## src/rtl/riscv_pkg.sv

```systemverilog
// Shared constants and types for the RV64I multi-cycle control path:
// opcode values, controller states, ALU operations and ALU operand-B selects.
package riscv_pkg;

    localparam logic [6:0] OP_R      = 7'b0110011;
    localparam logic [6:0] OP_I      = 7'b0010011;
    localparam logic [6:0] OP_LOAD   = 7'b0000011;
    localparam logic [6:0] OP_STORE  = 7'b0100011;
    localparam logic [6:0] OP_BRANCH = 7'b1100011;

    localparam logic [2:0] F3_BEQ = 3'b000;
    localparam logic [2:0] F3_BNE = 3'b001;

    typedef enum logic [3:0] {
        FETCH,
        DECODE,
        EXEC_R,
        EXEC_I,
        ADDR,
        MEM_RD,
        MEM_WR,
        WB_ALU,
        WB_MEM,
        BRANCH,
        TRAP
    } mc_state_t;

    typedef enum logic [1:0] {
        ALU_ADD   = 2'b00,
        ALU_SUB   = 2'b01,
        ALU_FUNCT = 2'b10
    } alu_op_t;

    localparam logic [1:0] SRC_B_RS2  = 2'b00;
    localparam logic [1:0] SRC_B_FOUR = 2'b01;
    localparam logic [1:0] SRC_B_IMM  = 2'b10;

endpackage

```

## src/rtl/riscv_mc_ctrl.sv

```systemverilog
// Multi-cycle controller for the RV64I core: sequences each instruction,
// owns the shared memory port handshake and counts retired instructions.
module riscv_mc_ctrl
    import riscv_pkg::*;
#(
    parameter int CNT_W = 32
) (
    input  logic             clk,
    input  logic             reset,
    input  logic [6:0]       opcode,
    input  logic [2:0]       funct3,
    input  logic             alu_zero,
    input  logic             mem_ready,
    output logic             mem_req,
    output logic             mem_we,
    output logic             mem_sel_data,
    output logic             pc_we,
    output logic             pc_src,
    output logic             ir_we,
    output logic             rf_we,
    output logic             mem_to_reg,
    output logic             alu_src_a,
    output logic [1:0]       alu_src_b,
    output logic [1:0]       alu_op,
    output logic             trap,
    output logic [CNT_W-1:0] retired
);

    mc_state_t state;
    mc_state_t next_state;
    logic      branch_known;
    logic      branch_taken;
    logic      retire;

    assign branch_known = (funct3 == F3_BEQ) || (funct3 == F3_BNE);
    assign branch_taken = ((funct3 == F3_BEQ) &&  alu_zero) ||
                          ((funct3 == F3_BNE) && !alu_zero);

    // NOTE: every variable assigned in always_comb gets a default first, so no latch is inferred.
    always_comb begin
        next_state = state;
        retire     = 1'b0;
        case (state)
            FETCH:  if (mem_ready) next_state = DECODE;
            DECODE: begin
                case (opcode)
                    OP_R:               next_state = EXEC_R;
                    OP_I:               next_state = EXEC_I;
                    OP_LOAD, OP_STORE:  next_state = ADDR;
                    OP_BRANCH:          next_state = BRANCH;
                    default:            next_state = TRAP;
                endcase
            end
            EXEC_R: next_state = WB_ALU;
            EXEC_I: next_state = WB_ALU;
            ADDR:   next_state = (opcode == OP_STORE) ? MEM_WR : MEM_RD;
            MEM_RD: if (mem_ready) next_state = WB_MEM;
            MEM_WR: begin
                if (mem_ready) begin
                    next_state = FETCH;
                    retire     = 1'b1;
                end
            end
            WB_ALU, WB_MEM: begin
                next_state = FETCH;
                retire     = 1'b1;
            end
            BRANCH: begin
                next_state = branch_known ? FETCH : TRAP;
                retire     = branch_known;
            end
            TRAP:    next_state = TRAP;
            default: next_state = TRAP;
        endcase
    end

    // NOTE: sequential state uses non-blocking assignments only; blocking here would race other flops.
    always_ff @(posedge clk) begin
        if (!reset) begin
            state   <= FETCH;
            retired <= '0;
        end else begin
            state <= next_state;
            if (retire) retired <= retired + CNT_W'(1);
        end
    end

    // Outputs follow the state register; reset forces them all low so no
    // request is issued until the cycle after reset is released.
    always_comb begin
        mem_req      = 1'b0;
        mem_we       = 1'b0;
        mem_sel_data = 1'b0;
        pc_we        = 1'b0;
        pc_src       = 1'b0;
        ir_we        = 1'b0;
        rf_we        = 1'b0;
        mem_to_reg   = 1'b0;
        alu_src_a    = 1'b0;
        alu_src_b    = SRC_B_RS2;
        alu_op       = ALU_ADD;
        trap         = 1'b0;
        if (reset) begin
            case (state)
                FETCH: begin
                    mem_req   = 1'b1;
                    alu_src_b = SRC_B_FOUR;
                    ir_we     = mem_ready;
                    pc_we     = mem_ready;
                end
                DECODE: alu_src_b = SRC_B_IMM;
                EXEC_R: begin
                    alu_src_a = 1'b1;
                    alu_op    = ALU_FUNCT;
                end
                EXEC_I: begin
                    alu_src_a = 1'b1;
                    alu_src_b = SRC_B_IMM;
                    alu_op    = ALU_FUNCT;
                end
                ADDR: begin
                    alu_src_a = 1'b1;
                    alu_src_b = SRC_B_IMM;
                end
                MEM_RD: begin
                    mem_req      = 1'b1;
                    mem_sel_data = 1'b1;
                end
                MEM_WR: begin
                    mem_req      = 1'b1;
                    mem_sel_data = 1'b1;
                    mem_we       = 1'b1;
                end
                WB_ALU: rf_we = 1'b1;
                WB_MEM: begin
                    rf_we      = 1'b1;
                    mem_to_reg = 1'b1;
                end
                BRANCH: begin
                    alu_src_a = 1'b1;
                    alu_op    = ALU_SUB;
                    pc_we     = branch_taken;
                    pc_src    = branch_taken;
                end
                TRAP:    trap = 1'b1;
                default: trap = 1'b1;
            endcase
        end
    end

endmodule

```

## config.mk

```make
export PLATFORM = sky130hd
export DESIGN_NAME = riscv_mc_ctrl
export DESIGN_NICKNAME = d
export VERILOG_FILES = /design/src/rtl/riscv_pkg.sv /design/src/rtl/riscv_mc_ctrl.sv
export SDC_FILE = /design/constraint.sdc
export NUM_CORES = 1
export LEC_CHECK = 0
export ABC_AREA = 1
export ABC_CLOCK_PERIOD_IN_PS = 1790
export BUFFER_PORTS_ARGS = -buffer_cell sky130_fd_sc_hd__clkbuf_2
export CAP_MARGIN = 30
export CORE_MARGIN = 4
export CORE_UTILIZATION = 54
export CTS_CLUSTER_DIAMETER = 100
export CTS_CLUSTER_SIZE = 24
export DETAILED_ROUTE_END_ITERATION = 10
export HOLD_SLACK_MARGIN = 0.02
export PLACE_DENSITY = 0.78
export SYNTH_ARGS = -nofsm -noshare
export SYNTH_HDL_FRONTEND = slang
export SYNTH_SLANG_ARGS = --single-unit
```

## constraint.sdc

```tcl
create_clock -name clk -period 1.79 [get_ports clk]
set_input_delay 0.358 -clock clk [delete_from_list [all_inputs] [get_ports clk]]
set_output_delay 0.358 -clock clk [all_outputs]
set_load 0.05 [all_outputs]
```

==> results by group <==
Outcome
  – Result of the run: complete, but fails checks
  – Violated checks: setup timing

Pwr
  – Total design power: 2.945 mW
  – Internal cell power: 1.625 mW
  – Sequential Power Share: 31.5%
  – Reported leakage power: 1.307 nW
  – Fraction of power spent switching nets: 44.80%
  – Logic pwr share: 47.5%
  – Clk pwr share: 21.1%
  – Switch Pwr: 1.319 mW
  – Max IR drop VDD: 0.8272 mV
  – Power density normalized to cell area: 931.7 mW/mm2

Final layout
  – Antenna diodes: 0
  – Non-filler instance count after layout: 553
  – Share of post-route cells with drive strength above 1: 24.75%
  – Most frequent cells in the layout: nand2_1, nor2_1, clkbuf_2
  – Filler cell count: 348
  – Cell area after layout: 0.003161 mm2
  – Number of nets in the finished design: 515
  – Area added between synthesis and finish: 29.60%
  – Leading cell type in the layout, fill and taps excluded: nand2_1

Timing
  – Worst-case setup margin in the final layout: -0.04934 ns
  – Highest clock rate: 543.7 MHz
  – Fin. Hold Viols: 0
  – Worst-Margin Slew: 0.3928 ns
  – Fin Setup TNS: -0.09281 ns
  – Worst clock skew: 0.004365 ns
  – Shortest period the worst path allows: 1.839 ns
  – Setup repair after global routing missed its margin: yes
  – Max-slew headroom: 73.67%
  – Total count of max-transition violations in the final report: 0
  – Count of final setup violators: 4
  – Period utilization: 102.8%

Placement
  – Area of placed instances: 0.002859 mm2
  – Number of I/O port buffers: 59
  – Worst slack at placement: 0.1048 ns
  – HPWL after DPL: 5044 um
  – Placer congestion estimate: 0.9224
  – Post-Place Cells: 539

Worst setup path
  – Critical path class: flip-flop to output pin
  – Required time of the critical path: 1.43 ns
  – Arrival time at the worst endpoint: 1.48 ns
  – Category of the worst setup path capture point: output pin
  – Element type at the critical path start: flip-flop
  – Crit-path max FO: 3

GRT
  – Global routing usage on met1: 33.71%
  – Global-route usage over all layers: 25.60%
  – Antenna violations before repair: 0
  – Fraction of met2 tracks used by global routing: 42.55%
  – First-pass GRT wire length: 11230 um
  – Number of global-route vias before repair: 2546
  – Met3 usage in global routing: 4.539%
  – Maximum number of pins on one net before global-route repair: 21
  – Final global-route overflow total: 0
  – GR peak layer: met2

Yosys
  – Post-synth net total: 443
  – Area fraction in compound gates after synthesis: 9.595%
  – Dominant cells by area after synthesis: dfxtp_1, nand2_1, nor2_1, inv_1, a21oi_1
  – Share of the synthesized area in the top cell type: 29.55%
  – Cell accounting for the most synthesized area: dfxtp_1
  – Post-synthesis xor/xnor area fraction: 3.232%
  – Flip-flop and latch count after synthesis: 36
  – Number of instances in the synthesized netlist: 428
  – Adder-cell share of the synthesized area: 0.5131%
  – Proportion of synthesized area in mux cells: 0%
  – Area of the mapped netlist: 0.002439 mm2
  – Dominant combinational cell family by area after synthesis: simple AND/OR/NAND/NOR gates
  – Post-synthesis share of cell area spent on and, or, nand and nor gates: 47.72%
  – Count of warnings emitted by yosys: 0
  – Number of distinct library cell variants in the gate-level netlist after synthesis: 28
  – Average cell area after synthesis: 5.698 um2
  – Register area share after synthesis: 29.55%

Run
  – Max cap viols: 0

Detailed routing
  – DRC violations left: 0
  – Total vias in the final route: 2966
  – Antenna-violating nets left: 0
  – Average wire per cell in the routed design: 13.06 um
  – First-pass iteration count of the detailed router: 5
  – Vias per inst: 5.363
  – Iteration-0 DRC count of the detailed router: 201
  – Routed wire length: 7221 um

CTS
  – Library cell used as clock root buffer: clkbuf_8
  – CTS max path bufs: 2
  – Clock transition at the registers of the reported paths: 0.07 ns
  – Count of clock tree sinks: 36
  – Total CTS buffers: 5
  – Source-to-sink clock delay at the later pin of the worst-skew pair: 0.30 ns
  – Level count of the clock H-tree: 2
  – TritonCTS clock tree: yes

Floorplan
  – Die W: 75.20 um
  – Chip Height: 75.20 um
  – Number of placement rows: 24
  – Starting Density: 56.01%
  – I/O pin total: 60
  – Core ar.: 0.004354 mm2
  – Die Area: 0.005655 mm2

Hold path
  – Classification of the worst-slack hold path: input pin to flip-flop
## repair_timing
action                     4_1_cts  5_1_grt
buffers inserted                 2        4
hold buffers                     0        0
setup endpoints to repair       10       16
pin swaps                        2        4
gates resized for setup         24       32
## cell usage after synthesis
library cell	instances
nand2_1	156
nor2_1	78
inv_1	42
dfxtp_1	36
a21oi_1	29
nand3_1	23
o21ai_0	10
nor3_1	7
xor2_1	7
a31oi_1	5
nand4_1	5
nor2_2	5
clkbuf_1	4
buf_2	2
buf_6	2
inv_2	2
nand2_2	2
nand3b_1	2
xnor2_1	2
buf_4	1
clkinv_1	1
clkinv_2	1
ha_1	1
nand3_4	1
nor2_4	1
nor3_2	1
nor4_1	1
o211ai_1	1
## critical path, cell delays in order (launching register included)
cell and delay [ns]:
dfxtp_4 0.36, inv_4 0.08, nand2_4 0.07, nor2_4 0.13, nand2_2 0.09, nor3_2 0.10
a31oi_1 0.06, nor2_2 0.12, buf_8 0.16
## kinds of logic (layout without fill, tap and decap cells)
family          after synthesis  count (layout)
compound gates               45              45
xor+xnor                      9               9
fa+ha+maj                     1               1
buf+inv                      55             128
flops                        36              36
simple gates                282             282
## metrics by stage
step                hold WS, ns  util, %
detailed placement       0.4695    65.66
floorplan                0.4889        -
global route             0.4694    72.59
global placement         0.4592    65.66
CTS                      0.4345    69.89
finish                   0.4409    72.59
## registers in the layout, summed over array words and instances, names as in the netlist
name     flops
retired     32
state        4
## power groups by stage
stage / Clock [mW] / Sequential, mW / Combinational, mW
final: 0.620 / 0.927 / 1.40
after global routing: 0.645 / 0.929 / 1.50
after CTS: 0.618 / 0.898 / 1.19
after detailed placement: 0 / 0.910 / 1.09
after global placement: 0 / 0.903 / 1.08
after floorplan: 0 / 0.934 / 0.805
## final cells by class
cell class / instances / area, um2 / area share, %
Clock buffer: 8 / 90.09 / 2.850
Inverter: 46 / 181.4 / 5.740
Multi-Input combinational cell: 337 / 1610 / 50.95
Sequential cell: 36 / 733.2 / 23.20
Tap cell: 52 / 65.06 / 2.059
Timing Repair Buffer: 74 / 480.5 / 15.20
## worst paths after layout
| path | end | cells after the start | slack (ns) | start |
|---|---|---|---|---|
| max | pc_we | 8 | -0.05 | state[2] |
| min | state[1] | 3 | 0.44 | mem_ready |
| max reg2reg | retired[25] | 9 | 0.21 | state[2] |
| min reg2reg | retired[0] | 1 | 0.47 | retired[0] |
## layer usage
layer	vias to the layer above	part of all wire [%]	routed length, um
met5	-	0	0
met4	0	2.3	166
met3	21	7.4	534
met2	135	47	3427
met1	1321	43	3092
li1	1489	-	-
(Power assumes the default switching activity.)
